### src/rtl/regbank_wb_arbiter_if.sv
// rtl/regbank_wb_arbiter_if.sv - write-back request/response bundle for regbank_wb_arbiter
// Optional busy scoreboard port present when REGBANK_SCOREBOARD_EN is defined.
interface regbank_wb_arbiter_if #(
  parameter int DW   = 32,
  parameter int NREG = 16
);
  localparam int AW = $clog2(NREG);

  logic            flush;
  logic            alu_valid;
  logic [AW-1:0]   alu_dest;
  logic [DW-1:0]   alu_data;
  logic            alu_ready;
  logic            ldr_valid;
  logic [AW-1:0]   ldr_dest;
  logic [DW-1:0]   ldr_data;
  logic            ldr_ready;
  logic [NREG-1:0] en;
  logic [DW-1:0]   wdata;
`ifdef REGBANK_SCOREBOARD_EN
  logic [NREG-1:0] busy;
`endif

  modport master (
    output flush, alu_valid, alu_dest, alu_data, ldr_valid, ldr_dest, ldr_data,
    input  alu_ready, ldr_ready, en, wdata
`ifdef REGBANK_SCOREBOARD_EN
    , input busy
`endif
  );

  modport slave (
    input  flush, alu_valid, alu_dest, alu_data, ldr_valid, ldr_dest, ldr_data,
    output alu_ready, ldr_ready, en, wdata
`ifdef REGBANK_SCOREBOARD_EN
    , output busy
`endif
  );
endinterface

### src/rtl/regbank_wb_arbiter.sv
// rtl/regbank_wb_arbiter.sv - two-source register bank write-back scheduler
// Macro REGBANK_SCOREBOARD_EN adds the busy[] scoreboard output.
module regbank_wb_arbiter #(
  parameter int DW           = 32,
  parameter int NREG         = 16,
  parameter int STARVE_LIMIT = 3
) (
  input  logic                 clk,
  input  logic                 rst_n,
  regbank_wb_arbiter_if.slave  bus
);
  localparam int AW = $clog2(NREG);
  localparam int SW = $clog2(STARVE_LIMIT + 1);

  logic            alu_full, ldr_full;
  logic [AW-1:0]   alu_dest_q, ldr_dest_q;
  logic [DW-1:0]   alu_data_q, ldr_data_q;
  logic            age_alu_older;
  logic [SW-1:0]   starve_cnt;
  logic [NREG-1:0] en_q;
  logic [DW-1:0]   wdata_q;

  logic alu_win, alu_grant, ldr_grant;
  logic alu_ready, ldr_ready, alu_load, ldr_load;

  always_comb begin
    alu_win = 1'b0;
    if (alu_full && ldr_full) begin
      if (alu_dest_q == ldr_dest_q)
        alu_win = age_alu_older;
      else if (starve_cnt == SW'(STARVE_LIMIT))
        alu_win = 1'b1;
    end
    alu_grant = alu_full & (~ldr_full | alu_win);
    ldr_grant = ldr_full & ~alu_grant;
  end

  // Ready depends only on slot state and flush so a source never sees a valid->ready loop.
  assign alu_ready = ~bus.flush & (~alu_full | alu_grant);
  assign ldr_ready = ~bus.flush & (~ldr_full | ldr_grant);
  assign alu_load  = bus.alu_valid & alu_ready;
  assign ldr_load  = bus.ldr_valid & ldr_ready;

  always_ff @(posedge clk or negedge rst_n) begin
    if (!rst_n) begin
      alu_full      <= 1'b0;
      ldr_full      <= 1'b0;
      alu_dest_q    <= '0;
      ldr_dest_q    <= '0;
      alu_data_q    <= '0;
      ldr_data_q    <= '0;
      age_alu_older <= 1'b0;
      starve_cnt    <= '0;
    end else begin
      if (bus.flush)     alu_full <= 1'b0;
      else if (alu_load) alu_full <= 1'b1;
      else if (alu_grant) alu_full <= 1'b0;

      if (bus.flush)     ldr_full <= 1'b0;
      else if (ldr_load) ldr_full <= 1'b1;
      else if (ldr_grant) ldr_full <= 1'b0;

      if (alu_load) begin
        alu_dest_q <= bus.alu_dest;
        alu_data_q <= bus.alu_data;
      end
      if (ldr_load) begin
        ldr_dest_q <= bus.ldr_dest;
        ldr_data_q <= bus.ldr_data;
      end

      // Simultaneous arrivals are ordered load-first.
      if (alu_load && ldr_load)
        age_alu_older <= 1'b0;
      else if (alu_load)
        age_alu_older <= ~ldr_full | ldr_grant;
      else if (ldr_load)
        age_alu_older <= alu_full & ~alu_grant;

      if (bus.flush || alu_grant || !alu_full)
        starve_cnt <= '0;
      else if (ldr_grant && starve_cnt != SW'(STARVE_LIMIT))
        starve_cnt <= starve_cnt + 1'b1;
    end
  end

  always_ff @(posedge clk or negedge rst_n) begin
    if (!rst_n) begin
      en_q    <= '0;
      wdata_q <= '0;
    end else if (alu_grant) begin
      en_q    <= NREG'(1) << alu_dest_q;
      wdata_q <= alu_data_q;
    end else if (ldr_grant) begin
      en_q    <= NREG'(1) << ldr_dest_q;
      wdata_q <= ldr_data_q;
    end else begin
      en_q    <= '0;
    end
  end

  assign bus.alu_ready = alu_ready;
  assign bus.ldr_ready = ldr_ready;
  assign bus.en        = en_q;
  assign bus.wdata     = wdata_q;

`ifdef REGBANK_SCOREBOARD_EN
  logic [NREG-1:0] busy_c;
  always_comb begin
    busy_c = en_q;
    for (int i = 0; i < NREG; i++) begin
      if (alu_full && alu_dest_q == AW'(i)) busy_c[i] = 1'b1;
      if (ldr_full && ldr_dest_q == AW'(i)) busy_c[i] = 1'b1;
    end
  end
  assign bus.busy = busy_c;
`endif
endmodule

### src/flat_wrapper.sv
// flat-port wrapper written by rule: the top's interface ports become plain ports
module regbank_wb_arbiter_flat 
#(
  parameter int DW           = 32,
  parameter int NREG         = 16,
  parameter int STARVE_LIMIT = 3
)
  (clk, rst_n, bus_flush, bus_alu_valid, bus_alu_dest, bus_alu_data, bus_ldr_valid, bus_ldr_dest, bus_ldr_data, bus_alu_ready, bus_ldr_ready, bus_en, bus_wdata);
  regbank_wb_arbiter_if #(.DW(DW), .NREG(NREG)) bus_i ();
  input  logic clk;
  input  logic rst_n;
  input wire logic [$bits(bus_i.flush)-1:0] bus_flush;
  input wire logic [$bits(bus_i.alu_valid)-1:0] bus_alu_valid;
  input wire logic [$bits(bus_i.alu_dest)-1:0] bus_alu_dest;
  input wire logic [$bits(bus_i.alu_data)-1:0] bus_alu_data;
  input wire logic [$bits(bus_i.ldr_valid)-1:0] bus_ldr_valid;
  input wire logic [$bits(bus_i.ldr_dest)-1:0] bus_ldr_dest;
  input wire logic [$bits(bus_i.ldr_data)-1:0] bus_ldr_data;
  output wire logic [$bits(bus_i.alu_ready)-1:0] bus_alu_ready;
  output wire logic [$bits(bus_i.ldr_ready)-1:0] bus_ldr_ready;
  output wire logic [$bits(bus_i.en)-1:0] bus_en;
  output wire logic [$bits(bus_i.wdata)-1:0] bus_wdata;
  assign bus_i.flush = bus_flush;
  assign bus_i.alu_valid = bus_alu_valid;
  assign bus_i.alu_dest = bus_alu_dest;
  assign bus_i.alu_data = bus_alu_data;
  assign bus_i.ldr_valid = bus_ldr_valid;
  assign bus_i.ldr_dest = bus_ldr_dest;
  assign bus_i.ldr_data = bus_ldr_data;
  assign bus_alu_ready = bus_i.alu_ready;
  assign bus_ldr_ready = bus_i.ldr_ready;
  assign bus_en = bus_i.en;
  assign bus_wdata = bus_i.wdata;
  regbank_wb_arbiter #(.DW(DW), .NREG(NREG), .STARVE_LIMIT(STARVE_LIMIT)) u_core (.clk(clk), .rst_n(rst_n), .bus(bus_i));
endmodule
### config.mk
export PLATFORM = sky130hd
export DESIGN_NAME = regbank_wb_arbiter_flat
export DESIGN_NICKNAME = d
export VERILOG_FILES = /design/src/rtl/regbank_wb_arbiter_if.sv /design/src/rtl/regbank_wb_arbiter.sv /design/src/flat_wrapper.sv
export SDC_FILE = /design/constraint.sdc
export NUM_CORES = 1
export LEC_CHECK = 0
export CAP_MARGIN = 5
export CELL_PAD_IN_SITES_DETAIL_PLACEMENT = 1
export CELL_PAD_IN_SITES_GLOBAL_PLACEMENT = 1
export CORE_ASPECT_RATIO = 0.8
export CORE_MARGIN = 3
export CORE_UTILIZATION = 44
export DETAILED_ROUTE_END_ITERATION = 6
export PLACE_DENSITY = 0.84
export SYNTH_ARGS = -nofsm -noshare
export SYNTH_HDL_FRONTEND = slang
export SYNTH_SLANG_ARGS = --single-unit
### constraint.sdc
create_clock -name clk -period 5.55 [get_ports clk]
set_clock_uncertainty 0.05 [all_clocks]
set_input_delay 1.11 -clock clk [delete_from_list [all_inputs] [get_ports clk]]
set_output_delay 1.11 -clock clk [all_outputs]
set_load 0.02 [all_outputs]
# Word level (Yosys, flattened, before mapping)
# Cells that the tools add are included.
# word_totals
input_bits	77
output_inout_bits	50
word_cells	59
ff_bits	125
# classes
shift	2
muxes	18
add_sub_neg	1
bitwise	14
eq_ne	3
reduce_logical	11
# op_table
op	count
32-bit two-way mux	2
16-bit two-way mux	2
1-bit by 4-bit << shifter with 16-bit output (first input constant)	2
1-bit two-way mux	12
3-bit nonzero test	3
1-bit bitwise AND	7
4-bit == test	1
2-bit two-way mux	2
1-bit NOT	4
2-bit nonzero test	2
1-bit logical AND	3
1-bit bitwise OR	3
2-bit by 1-bit adder with 2-bit output (second input constant)	1
2-bit == test (second input constant)	1
1-bit logical OR	2
2-bit inequality test (second input constant)	1
1-bit logical NOT	1

# Logic depth before layout (Yosys ltp)
# Gate-level depths: netlist of run 1.
# depth
ltp_word	14
depth_mapped	7
mapped_depth_nobuf	5

# Worst setup path after synthesis of run 1
# Ideal clock, no wire load.
# synth_timing
path_type	input -> output
startpoint	in bus_flush
endpoint	out bus_alu_ready
path_buffers	1
t_required_ns	4.390
path_slack_ns	2.710
arrival_ns	1.680
cell_stages	3
cell_sequence	clkbuf_1 inv_1 and2_1
# synth_between
elab_chain_cells	2
# synth_lines
element	line	rtl
from (decl)	flat_wrapper.sv:12	input wire logic [$bits(bus_i.flush)-1:0] bus_flush;
1-bit NOT	regbank_wb_arbiter.sv:39	assign alu_ready = ~bus.flush & (~alu_full | alu_grant);
1-bit bitwise AND	regbank_wb_arbiter.sv:39	
to (decl)	flat_wrapper.sv:19	output wire logic [$bits(bus_i.alu_ready)-1:0] bus_alu_ready;
# Every way passes these cells.

# Final worst setup path of run 1
# layout_timing
startpoint	reg u_core.alu_full
endpoint	out bus_ldr_ready
# layout_between
elab_chain_cells	8
# layout_lines
element	line	rtl
from (decl)	regbank_wb_arbiter.sv:15	logic alu_full, ldr_full;
from (signal assigned)	regbank_wb_arbiter.sv:46	alu_full <= 1'b0;
from (signal assigned)	regbank_wb_arbiter.sv:55	if (bus.flush) alu_full <= 1'b0;
from (signal assigned)	regbank_wb_arbiter.sv:56	else if (alu_load) alu_full <= 1'b1;
1-bit logical AND	regbank_wb_arbiter.sv:28	if (alu_full && ldr_full) begin
1-bit two-way mux	regbank_wb_arbiter.sv:28	
1-bit bitwise OR	regbank_wb_arbiter.sv:34	alu_grant = alu_full & (~ldr_full | alu_win);
1-bit bitwise AND (*)	regbank_wb_arbiter.sv:34	
1-bit NOT (*)	regbank_wb_arbiter.sv:35	ldr_grant = ldr_full & ~alu_grant;
1-bit bitwise AND (*)	regbank_wb_arbiter.sv:35	
1-bit bitwise OR (*)	regbank_wb_arbiter.sv:40	assign ldr_ready = ~bus.flush & (~ldr_full | ldr_grant);
1-bit bitwise AND (*)	regbank_wb_arbiter.sv:40	
to (decl)	flat_wrapper.sv:20	output wire logic [$bits(bus_i.ldr_ready)-1:0] bus_ldr_ready;
# Mark *: on every way between the ends. The rest lies on a longest branch, timed or not.

==> impl_metrics.csv, run 1 <==
group,metric,value,unit
logic_synthesis,ys_seq_area_frac,0.553,
floorplan,num_io_pins,127,
critical_path,critPathSlowestCell,"dfrtp_2",
layout,multi_input_area,2370,µm²
sta,hold_viol_final,0,
global_route,grt_max_degree,74,
cts,path_clk_slew,0.06,ns
critical_path,critPathArrivalTime,2.98,ns
place,place_congestion,0.879,
place,dp_hpwl,10700,µm
critical_path,critPathKind,"flip-flop to output port",
logic_synthesis,syn-cell-area,5660,µm²
pwr,power.leakage,3.21,nW
critical_path,path_cells,"buf_4, nand3_1, a41oi_1, a31o_2, nor2_1, clkdlybuf4s50_1",
floorplan,rows,36,
logic_synthesis,syn_inst,420,
logic_synthesis,synth_fp_nets,498,
logic_synthesis,synth_edf_count,0,
worst_hold_path,worst_hold_path_type,"flip-flop to flip-flop",
sta,fmax,242,MHz
critical_path,crit_path_end_kind,"output port",
cts,clk_path_buf_depth,2,
critical_path,cp.required,4.39,ns
layout,drive_above_1_share,0.220,
cts,cts_setup_buffers,0,
run,max-cap-violations,0,
pwr,netSwitchingPower,0.858,mW
pwr,power_frac_seq,0.407,
pwr,powerDensity,386,nW/µm²
cts,cts_sinks,125,
sta,tightestPinTransition,1.26,ns
pwr,p_comb_frac,0.213,
logic_synthesis,synth-seq-cells,125,
layout,layout.nets,620,
critical_path,ff2ff_path_depth,4,
routing,viasPerCell,5.65,
floorplan,initial_core_util,0.457,
critical_path,path_max_fanout,23,
sta,rsz0062_at_grt,"no",
global_route,grt_remaining_overflow,0,
run_status,status,"completed",
pwr,irDropWorstVdd,0.234,mV
routing,drc_errors,0,
logic_synthesis,yosysUniqueCellTypes,45,
routing,routed-via-count,4102,
critical_path,cp-start-kind,"flip-flop",
routing,wl_per_cell,22.1,µm
routing,antenna_left,0,
cts,cts_tree,"built",
logic_synthesis,async_reset_ff_frac,1.00,
sta,slew_violations,0,
logic_synthesis,yosys_warnings,0,
critical_path,cp.depth,6,
floorplan,die_x,133,µm
critical_path,r2r_start,"u_core.alu_dest_q[2]",
global_route,antenna_found_initial,0,
sta,timing.final.crit_period,4.14,ns
routing,drt-pass1-iter-count,4,
cts,cts_resized,0,
critical_path,crit_family,"buffers and inverters",
routing,drtIter0Drc,307,
pwr,pwr-share-clk,0.379,
layout,nFillCells,1215,
global_route,grt_first_pass_wirelength,25500,µm
pwr,switching_share,0.291,
floorplan,die_area,14300,µm²
sta,fin_tns_setup,0,ns
layout,regArea,3130,µm²
sta,setup_viol,0,
cts,cts_max_level,4,
pwr,p_int,2.09,mW
logic_synthesis,synthFlopType,"dfrtp_1",
routing,routed_wl,16100,µm
layout,antenna_cells,0,
global_route,grt_pass1_vias,4633,
critical_path,critPathLaunch,"u_core.alu_full",
cts,clock-root-buffer,"clkbuf_16",
critical_path,timing.rr.end,"u_core.bus.en[13]",
sta,holdWs,0.448,ns
cts,cts_hold_buf,0,
sta,timing.final.crit_share,0.745,
floorplan,die_y,107,µm
critical_path,rrSetupSlack,2.70,ns
cts,clk_latency,0.42,ns
cts,cts_buffers,17,
critical_path,critical_path.endpoint,"bus_ldr_ready",
global_route,grt.total_usage,0.231,
critical_path,critPathBufInv,2,
logic_synthesis,avgSynthCellArea,13.5,µm²
layout,syn_to_final_growth,34.7,%
floorplan,core_area,12400,µm²
sta,relSlewSlack,0.136,
critical_path,cp_slowest_stage_delay,0.80,ns
place,portBuffers,126,
==> per-stage QoR <==
step,utilization,instance area (µm²),setup WS [ns],total power [mW],std cells
finish,0.616,7620,1.41,2.94,726
global route,0.616,7620,1.29,3.06,726
CTS,0.616,7620,1.39,2.97,726
detailed placement,0.568,7030,1.78,1.84,694
global placement,0.568,7030,1.84,1.79,694
floorplan,-,5660,2.71,1.54,420
==> cell usage after synthesis, drive strengths merged (2+ instances only) <==
| cell | count | area [µm²] |
|---|---|---|
| and2 | 3 | 18.8 |
| and4 | 2 | 20.0 |
| a221o | 32 | 320 |
| nor2b | 5 | 31.3 |
| a41oi | 2 | 17.5 |
| buf | 15 | 101 |
| o2111ai | 2 | 17.5 |
| o211ai | 2 | 15.0 |
| o22ai | 16 | 100 |
| nand4 | 3 | 18.8 |
| o21ai | 3 | 15.0 |
| mux2i | 35 | 350 |
| dfrtp | 125 | 3130 |
| inv | 2 | 7.51 |
| nand2 | 8 | 30.0 |
| xnor2 | 5 | 66.3 |
| nand2b | 3 | 18.8 |
| a21oi | 2 | 10.0 |
| nor2 | 39 | 146 |
| mux2 | 72 | 923 |
| nand3 | 9 | 45.0 |
| or3b | 2 | 17.5 |
| clkbuf | 15 | 56.3 |
| nand3b | 5 | 37.5 |
==> cells by family after synthesis <==
kind of cell | synth area share
mux | 0.225
xor+xnor | 0.0117
simple gates | 0.0723
fa+ha+maj | 0.00221
buf+inv | 0.0292
flops | 0.553
compound gates | 0.107
==> how the worst min path moves through the flow <==
stage	end	start	slack, ns	cells after the start
6_report	u_core.bus.wdata[27]	u_core.ldr_data_q[27]	0.45	1
3_3_place_gp	u_core.ldr_data_q[3]	u_core.ldr_data_q[3]	0.42	1
2_1_floorplan	u_core.ldr_data_q[3]	u_core.ldr_data_q[3]	0.41	1
3_5_place_dp	u_core.ldr_data_q[3]	u_core.ldr_data_q[3]	0.44	1
5_1_grt	u_core.ldr_data_q[28]	u_core.ldr_data_q[28]	0.47	1
4_1_cts	u_core.bus.wdata[27]	u_core.ldr_data_q[27]	0.45	1
==> sequential cells by signal, summed over array words and instances, names as in the netlist <==
register and flops:
u_core.alu_data_q 32, u_core.bus.wdata 32, u_core.ldr_data_q 32, u_core.bus.en 16, u_core.alu_dest_q 4, u_core.ldr_dest_q 4
u_core.starve_cnt 2, u_core.age_alu_older 1, u_core.alu_full 1, u_core.ldr_full 1
==> final cells by class <==
class                   instances  share of cell area
multi-input cells             263               0.311
clock buffers                  19              0.0594
well taps                     171              0.0281
repair buffers                133               0.172
clock inverters                13              0.0184
flip-flops and latches        125               0.410
inverters                       2            0.000985
==> per-layer routing <==
layer	up-vias	track usage	share of wire
met5	-	0	0
met1	2144	0.315	0.45
li1	1812	-	-
met3	17	0.0603	0.052
met2	129	0.371	0.48
met4	0	0.0571	0.010
==> power groups by stage <==
stage | combinational [mW] | clock, mW | sequential (mW)
6_report | 0.628 | 1.12 | 1.20
5_1_grt | 0.673 | 1.17 | 1.22
4_1_cts | 0.635 | 1.13 | 1.20
3_5_place_dp | 0.626 | 0 | 1.21
3_3_place_gp | 0.596 | 0 | 1.20
2_1_floorplan | 0.313 | 0 | 1.22
==> cell usage in the layout (no fill, tap or decap), drive strengths merged, types with 3 or more instances in the layout <==
cell type	synthesis	routed
a221o	32	32
nor2	39	39
nor2b	5	5
nand3b	5	5
nand2b	3	3
nand4	3	3
clkinv	0	6
clkinvlp	0	4
nand2	8	8
nand3	9	9
dfrtp	125	125
and2	3	3
o22ai	16	16
o21ai	3	3
buf	15	8
mux2i	35	35
clkbuf	15	19
clkdlybuf4s50	0	125
xnor2	5	5
inv	2	3
mux2	72	72
==> worst reg2reg max path, cell delays in order, from the launching register on <==
cell and delay [ns]:
dfrtp_1 0.58, xnor2_2 0.33, and4_4 0.35, mux2i_1 1.04
o22ai_1 0.30
Note: power is estimated with default switching activity, not from simulation.
==> run 2, diff against run 1 <==
CORE_UTILIZATION = 37   (was 44)
PLACE_DENSITY = 0.75   (was 0.84)
clock period = 3.7 ns   (was 5.55 ns; I/O delays follow)
==> run 2 against run 1 <==
Net effect: combinational power grew 49%; worst hold slack lost 0.11 ns; non-clock buffer count grew 6; total power grew 54%; global-route usage shrank 3.9 points; sequential power grew 48%; critical path type unchanged; highest routed layer unchanged.
==> impl_metrics.csv, run 2 (same netlist as run 1, synthesis figures left out) <==
group,metric,value,unit
run_status,status,"completed",
cts,path_clk_slew,0.06,ns
layout,regArea,3130,µm²
sta,fmax,291,MHz
place,portBuffers,126,
critical_path,critPathSlowestCell,"clkdlybuf4s50_1",
layout,syn_to_final_growth,37.0,%
routing,drt-pass1-iter-count,4,
cts,cts_max_level,4,
critical_path,critPathLaunch,"u_core.alu_dest_q[2]",
place,place_congestion,0.806,
layout,layout.nets,626,
floorplan,initial_core_util,0.387,
pwr,irDropWorstVdd,0.271,mV
critical_path,cp_slowest_stage_delay,0.59,ns
layout,multi_input_area,2380,µm²
layout,fin_area,7750,µm²
layout,nFillCells,1452,
global_route,antenna_found_initial,0,
cts,cts_resized,0,
routing,routed_wl,15500,µm
cts,clk_path_buf_depth,2,
critical_path,path_max_fanout,17,
place,place_area,7100,µm²
sta,setup_viol,0,
critical_path,timing.rr.end,"u_core.bus.wdata[13]",
cts,cts_buffers,17,
critical_path,cp-start-kind,"flip-flop",
worst_hold_path,worst_hold_path_type,"input pin to asynchronous set/reset pin",
critical_path,cp.required,2.91,ns
sta,timing.final.crit_period,3.44,ns
global_route,grt_max_degree,58,
critical_path,crit_path_end_kind,"output port",
sta,holdWs,0.340,ns
critical_path,critPathArrivalTime,2.65,ns
critical_path,critPathKind,"flip-flop to output port",
critical_path,critical_path.endpoint,"bus_alu_ready",
routing,viasPerCell,5.45,
cts,clk_latency,0.41,ns
cts,cts_sinks,125,
critical_path,ff2ff_path_depth,5,
layout,drive_above_1_share,0.230,
sta,tightestPinTransition,0.820,ns
global_route,grt_remaining_overflow,0,
global_route,grt_first_pass_wirelength,24700,µm
sta,hold_viol_final,0,
layout,antenna_cells,0,
floorplan,rows,39,
cts,cts_tree,"built",
sta,timing.final.crit_share,0.929,
routing,drtIter0Drc,203,
sta,slew_violations,0,
floorplan,die_area,16800,µm²
layout,postLayoutCoreUtil,0.530,
sta,rsz0062_at_grt,"no",
critical_path,path_cells,"xnor2_2, a41oi_1, a21oi_1, and2_1, clkdlybuf4s50_1",
critical_path,r2r_start,"u_core.alu_dest_q[2]",
pwr,power.total,4.55,mW
sta,fin_tns_setup,0,ns
cts,cts_hold_buf,0,
pwr,power.leakage,3.27,nW
pwr,powerDensity,586,nW/µm²
floorplan,die_y,117,µm
cts,cts_setup_buffers,0,
floorplan,die_x,144,µm
routing,wl_per_cell,20.8,µm
routing,routed-via-count,4058,
routing,antenna_left,0,
place,dp_hpwl,10400,µm
run,max-cap-violations,0,
cts,clock-root-buffer,"clkbuf_16",
global_route,grt_pass1_vias,4513,
floorplan,core_area,14600,µm²
critical_path,rrSetupSlack,0.89,ns
global_route,grt.total_usage,0.192,
layout,mostFrequentLayoutCells,"clkdlybuf4s50_1 (125), dfrtp_1 (123), mux2_2 (40)",
floorplan,num_io_pins,127,
routing,drc_errors,0,
sta,relSlewSlack,0.454,
layout,mostFrequentLayoutCell,"clkdlybuf4s50_1",
[run 2: cell type report]
class                      instances  area share
sequential                       125       0.404
multi-input combinational        263       0.307
timing repair buffer             139       0.175
clock buffer                      20      0.0602
tap                              184      0.0297
clock inverter                    12      0.0237
inverter                           2    0.000968
[run 2: stage by stage]
step	instances	setup WS [ns]
floorplan	420	1.37
global placement	713	0.706
detailed placement	713	0.682
CTS	745	0.238
global route	745	0.0936
finish	745	0.262
[run 2: critical path, delay by kind of cell, from the launching register on]
kind | cells | cell delay (ns)
buffers and inverters | 1 | 0.59
AO/OA/AOI/OAI | 2 | 0.57
flip-flops | 1 | 0.57
XOR/XNOR | 1 | 0.32
AND/OR/NAND/NOR | 1 | 0.18
[run 2: worst min-delay path by stage]
stage               slack, ns  depth (start not counted)                   end
global placement         0.43                          1  u_core.ldr_data_q[4]
global route             0.40                          1      u_core.bus.en[6]
detailed placement       0.43                          1  u_core.ldr_data_q[4]
CTS                      0.37                          1  u_core.age_alu_older
floorplan                0.39                          0  u_core.age_alu_older
finish                   0.34                          1      u_core.bus.en[6]
[run 2: per-layer routing]
metal / wire, µm / vias up / GRT usage
met5: 0 / - / 0
met3: 766 / 8 / 0.0585
met4: 109 / 0 / 0.0534
met1: 7110 / 2124 / 0.257
li1: - / 1813 / -
met2: 7540 / 113 / 0.306
[run 2: where the power goes]
group          internal [mW]  total, mW  switching (mW)
clock network           1.19       1.83           0.638
logic                  0.518      0.938           0.420
registers               1.59       1.78           0.194
==> run 3, diff against run 2 <==
CORE_MARGIN = 2   (was 3)
SKIP_LAST_GASP = 1   (was unset)
==> run 3 against run 2 <==
Net effect: first-iteration DRC count down 14%; worst hold slack got worse by 0.11 ns; global-route usage up 0.53 points; total power down 6.2%; register-to-register slack worse by 0.13 ns; setup slack worse by 0.062 ns; design area is 1.3% lower; wire length shrank 3.0%; combinational power is essentially flat; highest routed layer unchanged.
==> impl_metrics.csv, run 3 (same netlist as run 1, synthesis figures left out) <==
group,metric,value,unit
run_status,status,"completed",
layout,syn_to_final_growth,35.2,%
layout,fin_cells,746,
cts,clock-root-buffer,"clkbuf_16",
sta,slew_violations,0,
sta,tightestPinTransition,1.01,ns
pwr,p_comb_frac,0.219,
floorplan,die_y,115,µm
pwr,switching_share,0.281,
routing,drtIter0Drc,174,
place,dp_hpwl,9900,µm
pwr,p_int,3.07,mW
sta,timing.final.crit_period,3.50,ns
global_route,grt_pass1_vias,4467,
pwr,netSwitchingPower,1.20,mW
cts,clk_latency,0.41,ns
cts,cts_resized,0,
floorplan,die_x,142,µm
floorplan,rows,40,
critical_path,critPathKind,"flip-flop to output port",
layout,mostFrequentLayoutCells,"clkdlybuf4s50_1 (125), dfrtp_1 (123), mux2_2 (40)",
place,portBuffers,126,
global_route,grt_max_degree,59,
routing,wl_met2,7350,µm
critical_path,cp.required,2.91,ns
pwr,power.leakage,3.23,nW
sta,relSlewSlack,0.328,
global_route,grt_remaining_overflow,0,
pwr,powerDensity,557,nW/µm²
layout,drive_above_1_share,0.221,
cts,cts_sinks,125,
pwr,power_frac_seq,0.417,
critical_path,path_max_fanout,17,
routing,antenna_left,0,
worst_hold_path,worst_hold_path_type,"input pin to asynchronous set/reset pin",
floorplan,initial_core_util,0.378,
floorplan,core_area,15000,µm²
sta,rsz0062_at_grt,"no",
routing,routed-via-count,4007,
global_route,grt.total_usage,0.198,
layout,postLayoutCoreUtil,0.511,
floorplan,die_area,16300,µm²
pwr,power.total,4.26,mW
routing,drt-pass1-iter-count,4,
cts,cts_tree,"built",
cts,clk_path_buf_depth,2,
layout,mostFrequentLayoutCell,"clkdlybuf4s50_1",
routing,viasPerCell,5.37,
routing,wl_met1,6870,µm
sta,setup_viol,0,
critical_path,critPathArrivalTime,2.71,ns
cts,cts_hold_buf,0,
sta,fmax,286,MHz
place,place_congestion,0.753,
routing,wl_per_cell,20.2,µm
cts,cts_max_level,4,
routing,routed_wl,15100,µm
sta,hold_viol_final,0,
critical_path,cp-start-kind,"flip-flop",
sta,fin_tns_setup,0,ns
critical_path,rrSetupSlack,0.76,ns
routing,met3_length,688,µm
critical_path,crit_path_end_kind,"output port",
place,dp.cells,717,
cts,cts_buffers,17,
layout,antenna_cells,0,
floorplan,num_io_pins,127,
cts,path_clk_slew,0.05,ns
run,max-cap-violations,0,
global_route,grt_first_pass_wirelength,24400,µm
routing,highest_layer,"met4",
routing,drc_errors,0,
layout,nFillCells,1507,
global_route,antenna_found_initial,0,
pwr,irDropWorstVdd,0.297,mV
layout,layout.nets,625,
sta,timing.final.crit_share,0.946,
cts,cts_setup_buffers,0,
pwr,pwr-share-clk,0.364,
## run 3: per-stage QoR
stage          hold WS [ns]  cell area [µm²]  worst slack (ns)
6_report              0.226             7650             0.200
5_1_grt               0.247             7650            0.0566
4_1_cts               0.222             7650             0.196
3_5_place_dp          0.429             7110             0.642
3_3_place_gp          0.425             7110             0.706
2_1_floorplan         0.394             5660              1.37
## run 3: worst max-delay path: stages, from the launching register on
cell and delay (ns):
dfrtp_1 0.56, xnor2_2 0.33, a41oi_1 0.25, a21oi_1 0.36, and2_1 0.18, clkdlybuf4s50_1 0.61
## run 3: worst paths after layout
kind,endpoint,cells after the start,startpoint
hold reg to reg,u_core.ldr_data_q[4],1,u_core.ldr_data_q[4]
min in group clk,u_core.ldr_data_q[4],1,u_core.ldr_data_q[4]
setup reg to reg,u_core.bus.wdata[10],5,u_core.alu_dest_q[2]
setup / recovery,bus_alu_ready,5,u_core.alu_dest_q[2]
hold / removal,u_core.bus.en[0],1,rst_n
max in group asynchronous,u_core.bus.wdata[17],2,rst_n
## run 3: metal layers
metal  track usage  up-vias
met5             0        -
met4        0.0647        0
met3        0.0489       13
met2         0.320      102
met1         0.262     2077
li1              -     1815
## run 3: power by group through the flow
stage                     Combinational (mW)  Clock (mW)  Sequential, mW
after floorplan                        0.470           0            1.83
after global placement                 0.907           0            1.78
after detailed placement               0.941           0            1.80
after CTS                              0.949        1.59            1.78
after global routing                    1.01        1.66            1.81
final                                  0.936        1.55            1.78
## run 3: cell type report
class                      count  area, µm²  share of cell area
sequential                   125       3130               0.409
multi-input combinational    263       2380               0.311
timing repair buffer         138       1360               0.178
clock buffer                  22        474              0.0620
tap                          189        236              0.0309
clock inverter                 7       66.3             0.00866
inverter                       2       7.51            0.000981
